### config.mk
export PLATFORM = sky130hd
export DESIGN_NAME = call_scheduler
export DESIGN_NICKNAME = d
export VERILOG_FILES = /design/src/rtl/elevator_pkg.sv /design/src/rtl/btn_debounce.sv /design/src/rtl/call_scheduler.sv
export SDC_FILE = /design/constraint.sdc
export NUM_CORES = 1
export LEC_CHECK = 0
export BUFFER_PORTS_ARGS = -buffer_cell sky130_fd_sc_hd__buf_4
export CORE_ASPECT_RATIO = 0.75
export CORE_MARGIN = 2
export CORE_UTILIZATION = 55
export CTS_CLUSTER_DIAMETER = 80
export DETAILED_ROUTE_END_ITERATION = 7
export PLACE_DENSITY = 0.78
export SYNTH_ARGS = -nofsm -noshare
export SYNTH_HDL_FRONTEND = slang
export SYNTH_SLANG_ARGS = --single-unit
### constraint.sdc
create_clock -name clk -period 1.8 [get_ports clk]
set_input_delay 0.09 -clock clk [delete_from_list [all_inputs] [get_ports clk]]
set_output_delay 0.09 -clock clk [all_outputs]
set_load 0.1 [all_outputs]
### src/rtl/elevator_pkg.sv
// elevator_pkg: shared floor widths, FSM state encoding and floor/bit helpers
//   FLOOR_W/NUM_FLOORS size the floor number and request mask.
//   floor_bit(f) maps floor f (1..7) onto its one-hot pending bit f-1.
package elevator_pkg;
  localparam int FLOOR_W = 3;
  localparam int NUM_FLOORS = 7;
  typedef logic [FLOOR_W-1:0] floor_t;
  typedef logic [NUM_FLOORS-1:0] fmask_t;
  typedef enum logic [1:0] {IDLE = 2'b00, SELECT = 2'b01, SERVE = 2'b10, DWELL = 2'b11} state_e;
  typedef struct packed {
    floor_t flr;
    logic   up;
  } sel_t;
  localparam floor_t GROUND = floor_t'(1);
  function automatic fmask_t floor_bit(input floor_t f);
    return fmask_t'(1) << (f - GROUND);
  endfunction
endpackage

### src/rtl/btn_debounce.sv
// btn_debounce: synchroniser, debounce counter and rising-edge press pulse for one button
//   clk, rst_n : clock, async active-low reset
//   btn_i      : raw asynchronous button level
//   press_o    : one-cycle pulse when the debounced level rises
module btn_debounce #(
  parameter int DEBOUNCE_CYCLES = 1_000_000
) (
  input  logic clk,
  input  logic rst_n,
  input  logic btn_i,
  output logic press_o
);
  localparam int CW = $clog2(DEBOUNCE_CYCLES + 1);
  logic [1:0] sync_q;
  logic lvl_q, lvl_prev_q;
  logic [CW-1:0] cnt_q;
  // counter only runs while the synchronised level disagrees with the accepted one
  always_ff @(posedge clk or negedge rst_n) begin
    if (!rst_n) begin
      sync_q <= '0;
      lvl_q <= 1'b0;
      lvl_prev_q <= 1'b0;
      cnt_q <= '0;
    end else begin
      sync_q <= {sync_q[0], btn_i};
      lvl_prev_q <= lvl_q;
      if (sync_q[1] == lvl_q) cnt_q <= '0;
      else if (cnt_q == CW'(DEBOUNCE_CYCLES - 1)) begin
        lvl_q <= sync_q[1];
        cnt_q <= '0;
      end else cnt_q <= cnt_q + 1'b1;
    end
  end
  assign press_o = lvl_q & ~lvl_prev_q;
endmodule

### src/rtl/call_scheduler.sv
// call_scheduler: debounced call latch and SCAN target selection for the elevator FSM
//   BTN[i]     : raw call for floor i+1        cur_floor : reported floor (0 read as 1)
//   target/go  : registered floor select / move enable
//   pending    : latched requests              door_open : high during dwell
//   dir_up     : scan direction (1 = up)
//   Optional: CALL_SCHED_CANCEL_EN makes a press on a pending floor cancel it.
module call_scheduler
  import elevator_pkg::*;
#(
  parameter int DEBOUNCE_CYCLES = 1_000_000,
  parameter int DWELL_CYCLES = 200_000_000
) (
  input  logic                  clk,
  input  logic                  rst_n,
  input  logic [NUM_FLOORS-1:0] BTN,
  input  logic [FLOOR_W-1:0]    cur_floor,
  output logic [FLOOR_W-1:0]    target,
  output logic                  go,
  output logic [NUM_FLOORS-1:0] pending,
  output logic                  door_open,
  output logic                  dir_up
);
  localparam int DW_W = $clog2(DWELL_CYCLES + 1);
  state_e state_q, state_d;
  floor_t target_q, target_d, cf;
  fmask_t pending_q, pending_d, press, press_eff, cf_bit, clr;
  logic go_q, go_d, door_q, door_d, dir_up_q, dir_up_d;
  logic [DW_W-1:0] dwell_q, dwell_d;
  logic hit, arrive, restart, done, cancel;
  sel_t sel;
  for (genvar g = 0; g < NUM_FLOORS; g++) begin : g_btn
    btn_debounce #(.DEBOUNCE_CYCLES(DEBOUNCE_CYCLES)) u_db (
      .clk(clk), .rst_n(rst_n), .btn_i(BTN[g]), .press_o(press[g])
    );
  end
  // keep direction while requests remain ahead, otherwise turn to the nearest below/above
  function automatic sel_t scan_sel(input fmask_t p, input floor_t f, input logic up);
    floor_t lo, hi;
    logic has_a, has_b;
    {lo, hi, has_a, has_b} = '0;
    for (int i = NUM_FLOORS - 1; i >= 0; i--)
      if (p[i] && i + 1 > int'(f)) begin
        has_a = 1'b1;
        lo = floor_t'(i + 1);
      end
    for (int i = 0; i < NUM_FLOORS; i++)
      if (p[i] && i + 1 < int'(f)) begin
        has_b = 1'b1;
        hi = floor_t'(i + 1);
      end
    return (up && has_a) ? sel_t'{flr: lo, up: 1'b1} :
           has_b ? sel_t'{flr: hi, up: 1'b0} : sel_t'{flr: lo, up: 1'b1};
  endfunction
  assign cf = (cur_floor == '0) ? GROUND : cur_floor;
  assign cf_bit = floor_bit(cf);
  assign sel = scan_sel(pending_q, cf, dir_up_q);
  assign hit = |(pending_q & cf_bit);
  assign arrive = cf == target_q;
  assign restart = |(press & cf_bit);
  assign done = dwell_q == DW_W'(DWELL_CYCLES - 1);
  // a call for the floor we are dwelling at just holds the door
  assign press_eff = (state_q == DWELL) ? press & ~cf_bit : press;
  assign clr = (state_q == SELECT || (state_q == SERVE && arrive)) ? cf_bit : '0;
`ifdef CALL_SCHED_CANCEL_EN
  assign pending_d = (pending_q ^ press_eff) & ~clr;
  assign cancel = |(press & pending_q & floor_bit(target_q));
`else
  assign pending_d = (pending_q | press_eff) & ~clr;
  assign cancel = 1'b0;
`endif
  always_ff @(posedge clk or negedge rst_n) begin
    if (!rst_n) state_q <= IDLE;
    else state_q <= state_d;
  end
  always_comb begin
    state_d = state_q;
    case (state_q)
      IDLE:   state_d = (pending_q != '0) ? SELECT : IDLE;
      SELECT: state_d = hit ? DWELL : SERVE;
      SERVE:  state_d = arrive ? DWELL : cancel ? ((pending_d != '0) ? SELECT : IDLE) : SERVE;
      DWELL:  state_d = (done && !restart) ? ((pending_q != '0) ? SELECT : IDLE) : DWELL;
    endcase
  end
  always_comb begin
    target_d = (state_q == SELECT && !hit) ? sel.flr : target_q;
    dir_up_d = (state_q == SELECT && !hit) ? sel.up : dir_up_q;
    go_d = (state_q == SELECT) ? !hit : (state_q == SERVE) ? !(arrive || cancel) : 1'b0;
    door_d = state_d == DWELL;
    dwell_d = (state_q != DWELL || restart || done) ? '0 : dwell_q + 1'b1;
  end
  always_ff @(posedge clk or negedge rst_n) begin
    if (!rst_n) begin
      target_q <= GROUND;
      go_q <= 1'b0;
      pending_q <= '0;
      door_q <= 1'b0;
      dir_up_q <= 1'b1;
      dwell_q <= '0;
    end else begin
      target_q <= target_d;
      go_q <= go_d;
      pending_q <= pending_d;
      door_q <= door_d;
      dir_up_q <= dir_up_d;
      dwell_q <= dwell_d;
    end
  end
  assign target = target_q;
  assign go = go_q;
  assign pending = pending_q;
  assign door_open = door_q;
  assign dir_up = dir_up_q;
endmodule

==> flow_summary.ini <==
[worst_setup_path]
start_kind = flip-flop
crit_start = g_btn[0].u_db.lvl_q$_DFFE_PN0P_
regToRegStartpoint = g_btn[0].u_db.lvl_q$_DFFE_PN0P_
endpoint_kind = flip-flop
slowest_delay_ps = 470
crit_path_top_delay_cell = a2111o_1
cp_top_family = simple AND/OR/NAND/NOR gates
crit_buf_inv = 1
cp.arrival_ps = 2440
cp_data_required_time_ps = 2230
path_cells = or4b_4 -> o311ai_4 -> a2111o_1 -> or3b_4 -> buf_12 -> nor2b_2
path_max_fanout = 14
critical_path_class = flip-flop to flip-flop

[cts]
cts_buffers = 22
clock_sinks = 211
path_clk_slew_ps = 60
cts-root-buf = clkbuf_16
cts_tree = done
clockBufferDepth = 3
htree_levels = 1
insertion_delay_ps = 520

[sta]
max_slew_margin_pct = 60.6
clock.fmax_ghz = 0.500
period_share_pct = 111
hold_violations = 0
final.setup.tns_ps = -5550
min_period_ps = 2000
setup_viol = 51
skew_ps = 19.7
worst_slack_ps = -202
rsz0062_at_grt = true
slew_viol_final = 0
worst_pin_slew_ps = 592

[cells_and_area]
nets = 1239
syn_to_final_growth_pct = 27.8
drive_gt1_share_pct = 25.4
n_fill_cell = 1287
mostFrequentLayoutCells = dfrtp_1, nor2_1, buf_4, xnor2_1
layout_commonest_cell = dfrtp_1

[place]
place_congestion = 0.860
place_hpwl_mm = 14.6
portBuffers = 24

[grt]
grt_max_degree = 72
grt_usage_pct = 22.8
grt_pass1_vias = 8019
grt_pass1_wl_mm = 37.6
antenna_found_initial = 1
grt_overflow = 0

[detailed_routing]
met3WireLength_mm = 1.28
top_layer_used = met4
viasPerCell = 5.51
post_drt_wl_per_cell_um = 16.2
vias = 8172
finalWirelength_mm = 24.0
drc = 0
drtPass1Iterations = 5
drt_iter0_drc = 633
m1WireLength_mm = 10.5
wl_met2_mm = 11.5
antenna_left = 0

[pwr]
power_density_nw_per_um2 = 843
clockPowerShare_pct = 42.7
intPower_mw = 8.38
netSwitchingPower_mw = 2.85
combPwrFrac_pct = 11.9
power_mw = 11.2
seqPwrFrac_pct = 45.4
peakVddDrop_mv = 0.758
swShare_pct = 25.4
leakage_nw = 5.64

[yosys]
ys.warnings.count = 0
synth-main-ff-cell = dfrtp_1
synth_edf_count = 0
synth.area.top_cells = dfrtp_1, xnor2_1, nor2_1, xor2_1, nand3_1
synthArstFlopShare_pct = 100
yosysTopAreaCell = dfrtp_1
ys_ff_latch = 211
synth_cell_type_count = 68
netlist_area_um2 = 10400
avgSynthCellArea_um2 = 9.85
postSynthCellCount = 1057
seq_area_frac_synth_pct = 50.7
synth_top_area_share_pct = 50.2
synth_nets = 1077

[min_path]
hp-class = primary input to flip-flop
min_from = cur_floor[0]

[floorplan]
die_width_um = 163
core_area_um2 = 18500
boundaryPins = 25
start_util_pct = 56.3
die_y_um = 123
rows = 43
die-area_um2 = 20100

[run]
maxCapViolations = 0

[status]
violations = negative setup slack
status = finished with violations
-- cell families after synthesis --
group           count (synthesis)  share of synthesized area [%]
simple gates                  514                           25.5
flops                         211                           50.7
xor+xnor                      160                           13.5
buf+inv                        84                           3.65
compound gates                 72                           4.83
mux                             8                          0.853
fa+ha+maj                       8                          0.961
-- flip-flops by register name, indices dropped and copies added (netlist names) --
register	flops
g_btn.u_db.sync_q	14
g_btn.u_db.lvl_prev_q	7
target	3
go	1
door_open	1
g_btn.u_db.lvl_q	7
dwell_q	28
pending	7
g_btn.u_db.cnt_q	140
state_q	2
dir_up	1
-- metal layers --
layer  track usage, %  vias to the layer above
met4             5.92                        0
met2             37.2                      242
li1                 -                     3920
met1             32.0                     3945
met5                0                        -
met3             3.99                       65
-- worst paths after layout --
check                      cells after the start  slack, ps                           endpoint
max                                            6       -200               dwell_q[5]$_DFF_PN0_
min                                            3         70               pending[1]$_DFF_PN0_
max reg2reg                                    6       -200               dwell_q[5]$_DFF_PN0_
min reg2reg                                    0        360  g_btn[5].u_db.sync_q[1]$_DFF_PN0_
max in group asynchronous                      3        900  g_btn[2].u_db.cnt_q[15]$_DFF_PN0_
min in group asynchronous                      2        120               dwell_q[2]$_DFF_PN0_
-- power by group through the flow --
stage / clock (mW) / combinational, mW / sequential, mW
floorplan: 0 / 0.575 / 5.32
global placement: 0 / 1.17 / 5.17
detailed placement: 0 / 1.21 / 5.17
CTS: 4.87 / 1.25 / 5.09
global route: 5.06 / 1.45 / 5.12
finish: 4.79 / 1.34 / 5.10
-- cell usage after synthesis (5+ instances only) --
library cell  instances
dfrtp_1             209
nor2_1              188
xnor2_1              92
xor2_1               68
nand2_1              66
nand3_1              51
inv_1                48
nand4_1              39
nor4_1               34
nor3_1               32
clkbuf_1             23
nor2_4               18
a21oi_1              16
and3_1               13
nand2b_1             13
o21ai_0              13
and4_1                8
ha_1                  8
and2_1                7
mux2_2                7
nor4b_1               7
or2_2                 6
buf_2                 5
or3_1                 5
or4_1                 5
-- per-stage QoR --
step,hold slack (ps),cells,worst slack [ps],util (%),instance area (µm²)
2_1_floorplan,-206,1057,-111,-,10500
3_3_place_gp,92.8,1414,-183,63.9,11800
3_5_place_dp,100,1414,-348,63.9,11800
4_1_cts,53.5,1469,-148,69.5,12900
5_1_grt,116,1483,-274,71.9,13300
6_report,70.4,1483,-202,71.9,13300
-- final cells by class --
type	count	area, µm²	area share [%]
multi-input combinational	762	5190	39.0
clock buffer	35	689	5.18
antenna	1	2.50	0.0188
clock inverter	5	86.3	0.648
timing repair buffer	174	1540	11.6
sequential	211	5310	39.9
inverter	48	180	1.35
tap	247	309	2.32
-- what timing repair did --
item | in CTS | in global routing
endpoints found under the setup margin | 54 | 122
gates resized for setup | 20 | 71
pin swaps | 7 | 41
setup buffers | 5 | 12
hold endpoints to repair | 154 | 0
hold buffers | 9 | 0
gates cloned | 1 | 3
-- worst register-to-register path: cells and delay by family (launching register included) --
family	cells	cell delay, ps
simple gates	3	800
compound gates	2	580
flops	1	370
buf+inv	1	180
Power figures use the tool's default switching activity.
